$ cat src/rtl/inertial_pkg.sv
`default_nettype none
// ============================================================================
//  Module      : inertial_pkg
//  Description : Shared types and constants for the IMU producer interface:
//                FSM state encodings, IMU init command words, read register
//                addresses and a helper that builds read command words.
//  Revision    : 1.0 - initial release
// ============================================================================
package inertial_pkg;

   // Top-level sequencing states
   typedef enum logic [3:0] {
      ST_INIT_WAIT = 4'd0,
      ST_INIT1     = 4'd1,
      ST_INIT2     = 4'd2,
      ST_INIT3     = 4'd3,
      ST_INIT4     = 4'd4,
      ST_IDLE      = 4'd5,
      ST_RD_PL     = 4'd6,
      ST_RD_PH     = 4'd7,
      ST_RD_AL     = 4'd8,
      ST_RD_AH     = 4'd9,
      ST_VLD       = 4'd10
   } imu_state_e;

   // SPI transaction engine states
   typedef enum logic [1:0] {
      SPI_IDLE        = 2'd0,
      SPI_FRONT_PORCH = 2'd1,
      SPI_SHIFT       = 2'd2,
      SPI_BACK_PORCH  = 2'd3
   } spi_state_e;

   // IMU configuration writes, issued in this order after power-up
   localparam logic [15:0] CMD_INT_EN    = 16'h0D02;  // data-ready interrupt enable
   localparam logic [15:0] CMD_ACCEL_CFG = 16'h1160;  // accel ODR / range
   localparam logic [15:0] CMD_GYRO_CFG  = 16'h1250;  // gyro ODR / range
   localparam logic [15:0] CMD_ROUNDING  = 16'h1460;  // rounding

   // Data registers read on every interrupt
   localparam logic [6:0] ADDR_PITCH_L = 7'h22;
   localparam logic [6:0] ADDR_PITCH_H = 7'h23;
   localparam logic [6:0] ADDR_AZ_L    = 7'h2C;
   localparam logic [6:0] ADDR_AZ_H    = 7'h2D;

   // Command bit 15: 1 = read, 0 = write
   localparam logic READ_BIT = 1'b1;

   // Read command word; the data byte is don't-care for reads, sent as zero
   function automatic logic [15:0] rd_cmd(input logic [6:0] addr);
      return {READ_BIT, addr, 8'h00};
   endfunction

endpackage
`default_nettype wire

$ cat src/rtl/inertial_intf_spi_mnrch.sv
`default_nettype none
// ============================================================================
//  Module      : spi_mnrch
//  Description : 16-bit SPI master, mode 3 (SCLK idles high). MOSI changes on
//                SCLK falling edges, MISO is sampled on rising edges. SS_n
//                frames each transaction; done pulses as SS_n rises.
//  Revision    : 1.0 - initial release
// ============================================================================
module spi_mnrch
   import inertial_pkg::*;
#(
   parameter int SCLK_DIV_W = 4
)
(
   input  logic        clk,
   input  logic        rst_n,
   input  logic        wrt,
   input  logic [15:0] cmd,
   output logic        done,
   output logic [15:0] resp,
   output logic        SS_n,
   output logic        SCLK,
   output logic        MOSI,
   input  logic        MISO
);

   // SCLK is the divider MSB: all-ones -> 0 is a falling edge, and
   // 0111.. -> 1000.. is a rising edge, so both edges are predictable
   // one clk ahead from the divider value.
   localparam logic [SCLK_DIV_W-1:0] DIV_ALL_ONES = '1;
   localparam logic [SCLK_DIV_W-1:0] DIV_MID      = {1'b1, {(SCLK_DIV_W-1){1'b0}}};
   localparam logic [SCLK_DIV_W-1:0] DIV_PRE_RISE = {1'b0, {(SCLK_DIV_W-1){1'b1}}};
   localparam logic [SCLK_DIV_W-1:0] DIV_ONE      = {{(SCLK_DIV_W-1){1'b0}}, 1'b1};

   spi_state_e              state_q, state_d;
   logic [SCLK_DIV_W-1:0]   div_q, div_d;
   logic [15:0]             shft_q, shft_d;
   logic                    miso_q, miso_d;
   logic [3:0]              bit_cnt_q, bit_cnt_d;
   logic                    ss_n_q, ss_n_d;
   logic                    done_q, done_d;

   // State and datapath registers
   always_ff @(posedge clk or negedge rst_n) begin
      if (!rst_n) begin
         state_q   <= SPI_IDLE;
         div_q     <= DIV_ALL_ONES;
         shft_q    <= '0;
         miso_q    <= 1'b0;
         bit_cnt_q <= '0;
         ss_n_q    <= 1'b1;
         done_q    <= 1'b0;
      end else begin
         state_q   <= state_d;
         div_q     <= div_d;
         shft_q    <= shft_d;
         miso_q    <= miso_d;
         bit_cnt_q <= bit_cnt_d;
         ss_n_q    <= ss_n_d;
         done_q    <= done_d;
      end
   end

   // Next-state logic. The first falling edge (end of front porch) only
   // starts the clock; later falls shift out the next bit and shift in the
   // MISO bit captured on the preceding rise. The bit captured on the 16th
   // rise is shifted in when the back porch ends.
   always_comb begin
      state_d   = state_q;
      div_d     = div_q;
      shft_d    = shft_q;
      miso_d    = miso_q;
      bit_cnt_d = bit_cnt_q;
      ss_n_d    = ss_n_q;
      done_d    = 1'b0;
      unique case (state_q)
         SPI_IDLE: begin
            div_d = DIV_ALL_ONES;
            if (wrt) begin
               state_d   = SPI_FRONT_PORCH;
               div_d     = DIV_MID;
               shft_d    = cmd;
               bit_cnt_d = '0;
               ss_n_d    = 1'b0;
            end
         end
         SPI_FRONT_PORCH: begin
            div_d = div_q + DIV_ONE;
            if (div_q == DIV_ALL_ONES) begin
               state_d = SPI_SHIFT;
            end
         end
         SPI_SHIFT: begin
            div_d = div_q + DIV_ONE;
            if (div_q == DIV_PRE_RISE) begin
               miso_d    = MISO;
               bit_cnt_d = bit_cnt_q + 4'd1;
               if (bit_cnt_q == 4'hF) begin
                  state_d = SPI_BACK_PORCH;
               end
            end else if (div_q == DIV_ALL_ONES) begin
               shft_d = {shft_q[14:0], miso_q};
            end
         end
         SPI_BACK_PORCH: begin
            if (div_q == DIV_ALL_ONES) begin
               shft_d  = {shft_q[14:0], miso_q};
               ss_n_d  = 1'b1;
               done_d  = 1'b1;
               state_d = SPI_IDLE;
            end else begin
               div_d = div_q + DIV_ONE;
            end
         end
         default: state_d = SPI_IDLE;
      endcase
   end

   assign SCLK = div_q[SCLK_DIV_W-1];
   assign MOSI = shft_q[15];
   assign SS_n = ss_n_q;
   assign done = done_q;
   assign resp = shft_q;

endmodule
`default_nettype wire

$ cat src/rtl/inertial_intf.sv
`default_nettype none
// ============================================================================
//  Module      : inertial_intf
//  Description : IMU producer interface. Configures the IMU after a power-up
//                wait, then on each data-ready interrupt reads pitch rate and
//                Z acceleration over SPI and presents them with a 1-clk vld.
//  Revision    : 1.0 - initial release
// ============================================================================
module inertial_intf
   import inertial_pkg::*;
#(
   parameter int INIT_WAIT_W = 16,
   parameter int SCLK_DIV_W  = 4
)
(
   input  logic        clk,
   input  logic        rst_n,
   input  logic        INT,
   input  logic        MISO,
   output logic        SS_n,
   output logic        SCLK,
   output logic        MOSI,
   output logic        vld,
   output logic [15:0] ptch_rt,
   output logic [15:0] AZ
);

   localparam logic [INIT_WAIT_W-1:0] INIT_CNT_MAX = '1;
   localparam logic [INIT_WAIT_W-1:0] INIT_CNT_ONE = {{(INIT_WAIT_W-1){1'b0}}, 1'b1};

   imu_state_e             state_q, state_d;
   logic [INIT_WAIT_W-1:0] init_cnt_q, init_cnt_d;
   logic                   int_ff1_q, int_s_q;
   logic                   wrt_q, wrt_d;
   logic [15:0]            cmd_q, cmd_d;
   logic [7:0]             ptch_lo_q, ptch_lo_d;
   logic [7:0]             ptch_hi_q, ptch_hi_d;
   logic [7:0]             az_lo_q, az_lo_d;
   logic                   vld_q, vld_d;
   logic [15:0]            ptch_rt_q, ptch_rt_d;
   logic [15:0]            az_q, az_d;

   logic                   done;
   logic [15:0]            resp;
   logic                   resp_hi_unused;

   // Only the data byte of each response carries register contents
   assign resp_hi_unused = ^resp[15:8];

   spi_mnrch #(
      .SCLK_DIV_W (SCLK_DIV_W)
   ) u_spi (
      .clk   (clk),
      .rst_n (rst_n),
      .wrt   (wrt_q),
      .cmd   (cmd_q),
      .done  (done),
      .resp  (resp),
      .SS_n  (SS_n),
      .SCLK  (SCLK),
      .MOSI  (MOSI),
      .MISO  (MISO)
   );

   // Two-flop synchronizer for the asynchronous data-ready interrupt
   always_ff @(posedge clk or negedge rst_n) begin
      if (!rst_n) begin
         int_ff1_q <= 1'b0;
         int_s_q   <= 1'b0;
      end else begin
         int_ff1_q <= INT;
         int_s_q   <= int_ff1_q;
      end
   end

   // Sequencer state, command and captured data registers
   always_ff @(posedge clk or negedge rst_n) begin
      if (!rst_n) begin
         state_q    <= ST_INIT_WAIT;
         init_cnt_q <= '0;
         wrt_q      <= 1'b0;
         cmd_q      <= '0;
         ptch_lo_q  <= '0;
         ptch_hi_q  <= '0;
         az_lo_q    <= '0;
         vld_q      <= 1'b0;
         ptch_rt_q  <= '0;
         az_q       <= '0;
      end else begin
         state_q    <= state_d;
         init_cnt_q <= init_cnt_d;
         wrt_q      <= wrt_d;
         cmd_q      <= cmd_d;
         ptch_lo_q  <= ptch_lo_d;
         ptch_hi_q  <= ptch_hi_d;
         az_lo_q    <= az_lo_d;
         vld_q      <= vld_d;
         ptch_rt_q  <= ptch_rt_d;
         az_q       <= az_d;
      end
   end

   // Sequencer: wrt is registered, so each command goes out the cycle after
   // the done that triggered it. The result pair loads on the same edge that
   // enters VLD, making vld and new data appear together one clk after the
   // final done; VLD then idles one cycle before INT_s is looked at again.
   always_comb begin
      state_d    = state_q;
      init_cnt_d = init_cnt_q;
      wrt_d      = 1'b0;
      cmd_d      = cmd_q;
      ptch_lo_d  = ptch_lo_q;
      ptch_hi_d  = ptch_hi_q;
      az_lo_d    = az_lo_q;
      vld_d      = 1'b0;
      ptch_rt_d  = ptch_rt_q;
      az_d       = az_q;
      unique case (state_q)
         ST_INIT_WAIT: begin
            if (init_cnt_q == INIT_CNT_MAX) begin
               wrt_d   = 1'b1;
               cmd_d   = CMD_INT_EN;
               state_d = ST_INIT1;
            end else begin
               init_cnt_d = init_cnt_q + INIT_CNT_ONE;
            end
         end
         ST_INIT1: if (done) begin
            wrt_d   = 1'b1;
            cmd_d   = CMD_ACCEL_CFG;
            state_d = ST_INIT2;
         end
         ST_INIT2: if (done) begin
            wrt_d   = 1'b1;
            cmd_d   = CMD_GYRO_CFG;
            state_d = ST_INIT3;
         end
         ST_INIT3: if (done) begin
            wrt_d   = 1'b1;
            cmd_d   = CMD_ROUNDING;
            state_d = ST_INIT4;
         end
         ST_INIT4: if (done) begin
            state_d = ST_IDLE;
         end
         ST_IDLE: if (int_s_q) begin
            wrt_d   = 1'b1;
            cmd_d   = rd_cmd(ADDR_PITCH_L);
            state_d = ST_RD_PL;
         end
         ST_RD_PL: if (done) begin
            ptch_lo_d = resp[7:0];
            wrt_d     = 1'b1;
            cmd_d     = rd_cmd(ADDR_PITCH_H);
            state_d   = ST_RD_PH;
         end
         ST_RD_PH: if (done) begin
            ptch_hi_d = resp[7:0];
            wrt_d     = 1'b1;
            cmd_d     = rd_cmd(ADDR_AZ_L);
            state_d   = ST_RD_AL;
         end
         ST_RD_AL: if (done) begin
            az_lo_d = resp[7:0];
            wrt_d   = 1'b1;
            cmd_d   = rd_cmd(ADDR_AZ_H);
            state_d = ST_RD_AH;
         end
         ST_RD_AH: if (done) begin
            ptch_rt_d = {ptch_hi_q, ptch_lo_q};
            az_d      = {resp[7:0], az_lo_q};
            vld_d     = 1'b1;
            state_d   = ST_VLD;
         end
         ST_VLD: state_d = ST_IDLE;
         default: state_d = ST_INIT_WAIT;
      endcase
   end

   assign vld     = vld_q;
   assign ptch_rt = ptch_rt_q;
   assign AZ      = az_q;

endmodule
`default_nettype wire
$ cat config.mk
export PLATFORM = sky130hd
export DESIGN_NAME = inertial_intf
export DESIGN_NICKNAME = d
export VERILOG_FILES = /design/src/rtl/inertial_pkg.sv /design/src/rtl/inertial_intf_spi_mnrch.sv /design/src/rtl/inertial_intf.sv
export SDC_FILE = /design/constraint.sdc
export NUM_CORES = 1
export LEC_CHECK = 0
export CAP_MARGIN = 40
export CORE_AREA = 4 4 102 143
export CTS_CLUSTER_SIZE = 10
export DETAILED_ROUTE_END_ITERATION = 10
export DIE_AREA = 0 0 106 147
export GPL_ROUTABILITY_DRIVEN = 0
export SYNTH_ARGS = -nofsm -noshare
export SYNTH_HDL_FRONTEND = slang
export SYNTH_HIERARCHICAL = 1
export SYNTH_SLANG_ARGS = --single-unit
$ cat constraint.sdc
create_clock -name clk -period 5.1 [get_ports clk]
set_input_delay 1.02 -clock clk [delete_from_list [all_inputs] [get_ports clk]]
set_output_delay 1.02 -clock clk [all_outputs]
set_load 0.01 [all_outputs]
==> results.json <==
{
  "fp-row-count": 50,
  "drv_slew": 0,
  "antenna_cells": 0,
  "synth_area_um2": 5219,
  "required_ns": 4.08,
  "crit_cells": 1,
  "slew_headroom_pct": 41.83,
  "cts_max_path_buffers": 2,
  "wl_mm": 10.33,
  "dpl.cell_count": 628,
  "overflow": 0,
  "period_share_pct": 50.87,
  "worstReg2RegStart": "u_spi/state_q[1]$_DFFE_PN0P_",
  "vias_per_cell": 5.032,
  "finalWorstSetupSlack_ns": 2.506,
  "arrival_ns": 1.57,
  "maxCapViolations": 0,
  "p_leak_nw": 2.885,
  "p_total_mw": 2.140,
  "p_sw_mw": 0.4637,
  "max_stage_delay_ns": 0.61,
  "hold_buffers": 0,
  "fmax_mhz": 385.5,
  "first_pass_iters": 4,
  "period_needed_ns": 2.594,
  "rr_worst_depth": 7,
  "coreArea_um2": 13260,
  "r2r_end": "u_spi/resp[6]$_DFFE_PN0P_",
  "skew_ns": 0.007348,
  "cts_tree": "yes",
  "h-tree-depth": 4,
  "crit_slowest_cell": "dfstp_2",
  "wl_per_cell_um": 15.65,
  "fp.dieArea_um2": 15580,
  "fillCellCount": 1227,
  "setup-tns-final_ns": 0,
  "numCtsBuffers": 17,
  "grt_usage_pct": 14.32,
  "outcome": "finished, final reports clean",
  "cp_max_fo": 8,
  "grt_pass1_wl_mm": 17.67,
  "ir_worst_vdd_uv": 240.9,
  "vias": 3321,
  "antenna_found_initial": 0,
  "powerDensity_nw_per_um2": 334.1,
  "grt_max_degree": 53,
  "rrSetupSlack_ns": 2.65,
  "setup_viol": 0,
  "crit_type": "reg -> out",
  "worst_hold_path.endpoint": "int_s_q$_DFF_PN0_",
  "fin_area_um2": 6404,
  "clk_latency_ns": 0.41,
  "initial_core_util_pct": 39.35,
  "endpoint_kind": "output port",
  "drc": 0,
  "finalHoldViolCount": 0,
  "ant_nets": 0,
  "swShare_pct": 21.67,
  "pwr-share-clk_pct": 55.1,
  "crit_buf_inv": 1,
  "area_growth_pct": 22.70,
  "final_cells": 660,
  "die_width_um": 106,
  "grt_pass1_vias": 3480,
  "post-dp-hpwl_mm": 7.073,
  "dpl_cell_area_um2": 5814,
  "clock_sink_count": 118,
  "io_buffer_count": 39,
  "drive_gt1_share_pct": 24.27,
  "combPwrFrac_pct": 1.1,
  "synthCells": 415,
  "hold_depth": 0,
  "chipHeight_um": 147,
  "clockRootBuffer": "clkbuf_16",
  "dp_slack_ns": 2.647,
  "drt_iter0_drc": 103,
  "ys_warn_count": 6,
  "worst_hold_path_type": "reg -> reg",
  "worstMarginPinSlew_ns": 0.8725,
  "cpLargestDelayFamily": "flip-flops",
  "pin_count": 40,
  "nets": 478,
  "pwr-share-seq_pct": 43.9,
  "cp-start-kind": "flop",
  "hp-start": "int_ff1_q$_DFF_PN0_",
  "rsz0062_at_grt": "no",
  "intPower_mw": 1.676,
  "post_cts_resized": 0,
  "path_clk_slew_ns": 0.06,
  "postCtsSetupRepairBufs": 0,
  "cp_cell_sequence": "clkdlybuf4s50_1",
  "avgSynthCellArea_um2": 12.58
}
==> placed cells by master, fill, tap and decap left out, types with 2 or more instances in the layout <==
| cell | instances |
|---|---|
| dfrtp_1 | 113 |
| mux2_2 | 62 |
| clkdlybuf4s50_1 | 38 |
| nand2_1 | 30 |
| mux2i_1 | 25 |
| o21ai_0 | 21 |
| nor2_1 | 20 |
| clkbuf_16 | 17 |
| nand3_1 | 14 |
| xnor2_1 | 11 |
| inv_1 | 10 |
| ha_1 | 9 |
| nand4_1 | 6 |
| nor3_1 | 6 |
| xor2_1 | 6 |
| clkinvlp_4 | 6 |
| nand2b_1 | 5 |
| dfstp_2 | 5 |
| conb_1 | 5 |
| buf_4 | 4 |
| and4_1 | 3 |
| nor2b_1 | 3 |
| or3_1 | 3 |
| nor4_1 | 3 |
| a21oi_1 | 3 |
| inv_6 | 3 |
| o211ai_1 | 2 |
| a22o_1 | 2 |
| and3_1 | 2 |
| o21bai_1 | 2 |
| o32ai_1 | 2 |
| nor3b_1 | 2 |
| bufinv_16 | 2 |
| clkinv_2 | 2 |
| o211ai_2 | 2 |
==> power groups by stage <==
stage	Clock (mW)	Sequential [mW]	Combinational (mW)
floorplan	0	0.955	0.00173
global placement	0	0.955	0.0239
detailed placement	0	0.955	0.0246
CTS	1.20	0.939	0.0247
global route	1.25	0.938	0.0278
finish	1.18	0.939	0.0227
==> area by class of cell <==
cell class / count / area (um2) / share of cell area, %
tap: 182 / 227.7 / 3.556
clock inverter: 14 / 150.1 / 2.345
timing repair buffer: 43 / 425.4 / 6.643
sequential: 118 / 2959 / 46.21
multi-input combinational: 275 / 2165 / 33.80
clock buffer: 18 / 439.2 / 6.858
inverter: 10 / 37.54 / 0.5862
==> registers in the layout (all words and copies together), names as in the netlist <==
name / cells
wrt_q: 1
AZ: 16
init_cnt_q: 16
int_ff1_q: 1
int_s_q: 1
state_q: 4
u_spi/SS_n: 1
vld: 1
az_lo_q: 8
ptch_rt: 16
ptch_lo_q: 8
cmd_q: 9
u_spi/bit_cnt_q: 4
u_spi/done: 1
u_spi/state_q: 2
u_spi/miso_q: 1
u_spi/div_q: 4
ptch_hi_q: 8
u_spi/resp: 16
==> through the flow <==
stage,hold WS (ns),util (%)
after floorplan,0.3312,-
after global placement,0.3400,43.73
after detailed placement,0.3371,43.84
after CTS,0.3523,48.28
after global routing,0.3724,48.28
final,0.3501,48.28
==> worst max path at each step <==
stage,from,endpoint,slack (ns)
final,u_spi/div_q[3]$_DFFE_PN1N_,SCLK,2.51
after detailed placement,u_spi/state_q[1]$_DFFE_PN0P_,u_spi/resp[6]$_DFFE_PN0P_,2.65
after CTS,u_spi/div_q[3]$_DFFE_PN1N_,SCLK,2.48
after global routing,u_spi/state_q[1]$_DFFE_PN0P_,u_spi/resp[6]$_DFFE_PN0P_,2.37
after floorplan,u_spi/state_q[1]$_DFFE_PN0P_,u_spi/state_q[1]$_DFFE_PN0P_,2.98
after global placement,u_spi/state_q[1]$_DFFE_PN0P_,u_spi/resp[0]$_DFFE_PN0P_,2.49
==> per-layer routing <==
layer / part of all wire (%) / track usage [%] / vias to the layer above / routed length [um]
li1: - / - / 1576 / -
met1: 44 / 17.46 / 1687 / 4505
met2: 52 / 23.98 / 44 / 5401
met5: 0 / 0 / - / 0
met4: 1.6 / 5.120 / 0 / 161
met3: 2.5 / 4.396 / 14 / 262
No activity file was read; power rests on OpenSTA's default activity.
==> RTL change, RTL diff (config.mk and constraints unchanged) <==
The 4 states of `spi_state_e` get a one-hot encoding in 4 bits.
--- a/src/rtl/inertial_pkg.sv
+++ b/src/rtl/inertial_pkg.sv
@@ -24,11 +24,11 @@
    } imu_state_e;
 
    // SPI transaction engine states
-   typedef enum logic [1:0] {
-      SPI_IDLE        = 2'd0,
-      SPI_FRONT_PORCH = 2'd1,
-      SPI_SHIFT       = 2'd2,
-      SPI_BACK_PORCH  = 2'd3
+   typedef enum logic [3:0] {
+      SPI_IDLE        = 4'b0001,
+      SPI_FRONT_PORCH = 4'b0010,
+      SPI_SHIFT       = 4'b0100,
+      SPI_BACK_PORCH  = 4'b1000
    } spi_state_e;
 
    // IMU configuration writes, issued in this order after power-up
Check against the original RTL: no difference found for any inputs over 10 cycles, from zero or initial values and one cycle with rst_n low; not proved beyond that.
==> RTL change against the unedited design <==
  * Total power grew 3.4%
  * Sequential cell count rose by 2
  * Final cell count down 3.0%
  * Cell area increased by 2.1%
  * Synthesized area rose by 2.2%
  * Register-to-register slack worse by 0.13 ns
  * Worst setup slack improved by 0.011 ns
  * Routed wire length is 4.4% lower
  * Critical endpoint is now u_spi/resp[10]
==> RTL change: results (changes against the unedited design) <==
| Metric | Value |
|---|---|
| Routed length on met3 | 262 um (unchanged) |
| Starting DRT DRC Count | 120 (was 103) |
| Syn. warnings | 6 (unchanged) |
| Vias | 3231 (was 3321) |
| R2R Path End | u_spi/resp[10] (was u_spi/resp[6]) |
| Fill count | 1187 (was 1227) |
| Cells on worst reg2reg path | 5 (was 7) |
| Mapped Cells | 394 (was 415) |
| Crit Path Max Fanout | 16 (was 8) |
| Post-CTS setup buffers | 0 (unchanged) |
| Largest net degree at the start of global routing | 53 (unchanged) |
| Number of global-route vias before repair | 3277 (was 3480) |
| Leak | 0.00305 uW (was 0.00289 uW) |
| H-tree Lvls | 4 (unchanged) |
| Met2 Routed Length | 5280 um (was 5400 um) |
| Post-CTS sizing | 0 (unchanged) |
| Worst setup endpoint | u_spi/resp[10] (was SCLK) |
| Worst-skew pair later-pin latency | 0.41 ns (about the same) |
| Max Cap Viol | 0 (unchanged) |
| Initial antenna violation count | 0 (unchanged) |
| Outcome | completed (unchanged) |
| Final Skew | 0.00786 ns (was 0.00735 ns) |
| Layout cell share with drive strength beyond 1 | 30.1% (was 24.3%) |
| Clk buf depth | 2 (unchanged) |
| WL per Instance | 15.4 um (was 15.7 um) |
| Max layer used | met4 (unchanged) |
| VDD IR-drop max | 0.189 mV (was 0.241 mV) |
| Root Buffer | clkbuf_16 (unchanged) |
| CP Data Arrival Time | 2.87 ns (was 1.57 ns) |
| Cells after DPL | 609 (was 628) |
| Hold Crit Class | flop to flop (unchanged) |
| Fin nets | 453 (was 478) |
| DP HPWL | 6750 um (was 7070 um) |
| 1st-pass router iterations | 4 (unchanged) |
| DRT met1 WL | 4120 um (was 4510 um) |
| GRT Overall Usage | 13.6% (was 14.3%) |
| Post-route non-filler standard cell count | 640 (was 660) |
| Antenna Cells | 0 (unchanged) |
| Setup slack, reg-to-reg | 2.52 ns (was 2.65 ns) |
| Reg2reg start | u_spi/div_q[0] (was u_spi/state_q[1]) |
| Slew HR | 45.4% (was 41.8%) |
| Clock transition at path regs | 0.05 ns |
| First-pass GRT wire length | 16500 um (was 17700 um) |
| Critical path type | flop to flop (was flop to output pin) |
| Buffers on Ports | 39 (unchanged) |
| CTS buffer count | 17 (unchanged) |
==> RTL change: changes by cell type in the layout (fill, tap and decap cells not counted), sizes merged, moves of 4 or more <==
cell / change
mux2i: -19
o21ai: -18
clkbuf: +4
or4b: +4
nand2: -20
clkinvlp: -5
inv: -5
mux2: +32
ha: -6
==> RTL change: worst min path at each step <==
stage | start | end | slack [ns] | cells past startpoint
3_3_place_gp | int_ff1_q | int_s_q | 0.33 | 0
5_1_grt | int_ff1_q | int_s_q | 0.36 | 0
6_report | int_ff1_q | int_s_q | 0.35 | 0
2_1_floorplan | int_ff1_q | int_s_q | 0.33 | 0
4_1_cts | int_ff1_q | int_s_q | 0.35 | 0
3_5_place_dp | int_ff1_q | int_s_q | 0.34 | 0
==> RTL change: per-layer routing <==
layer | global-route usage (%) | up-vias
met2 | 23.6 | 52
met5 | 0 | -
met4 | 6.03 | 0
li1 | - | 1531
met1 | 15.5 | 1634
met3 | 3.74 | 14
==> RTL change: worst max-delay path, stage by stage, from the launching register on <==
cell	delay, ns
dfstp_2	0.57
ha_1	0.25
nand3_1	0.20
o32a_1	0.39
nor2_2	0.63
mux2_2	0.42
==> RTL change: cell type report <==
class / instances / area [um^2] / share of cell area (%)
timing repair buffer: 43 / 425 / 6.51
inverter: 8 / 30.0 / 0.460
tap: 182 / 228 / 3.48
sequential: 120 / 3010 / 46.1
multi-input combinational: 256 / 2230 / 34.1
clock inverter: 9 / 148 / 2.26
clock buffer: 22 / 464 / 7.10
==> RTL change: power by group <==
group / leakage [uW] / total, uW / internal, uW / switching (uW)
logic: 0.00111 / 23.7 / 5.09 / 18.7
registers: 0.00164 / 955 / 954 / 0.415
clock network: 0.000300 / 1230 / 836 / 397
total: 0.00305 / 2210 / 1800 / 416
==> RTL change: metrics by stage <==
| stage | util (%) | total power [uW] | cell area, um^2 | worst slack, ns | hold WS (ns) |
|---|---|---|---|---|---|
| global placement | 44.5 | 996 | 5910 | 2.62 | 0.333 |
| finish | 49.3 | 2210 | 6540 | 2.52 | 0.346 |
| floorplan | - | 974 | 5350 | 2.94 | 0.331 |
| CTS | 49.3 | 2240 | 6540 | 2.52 | 0.348 |
| global route | 49.3 | 2290 | 6540 | 2.37 | 0.359 |
| detailed placement | 44.7 | 997 | 5920 | 2.54 | 0.336 |
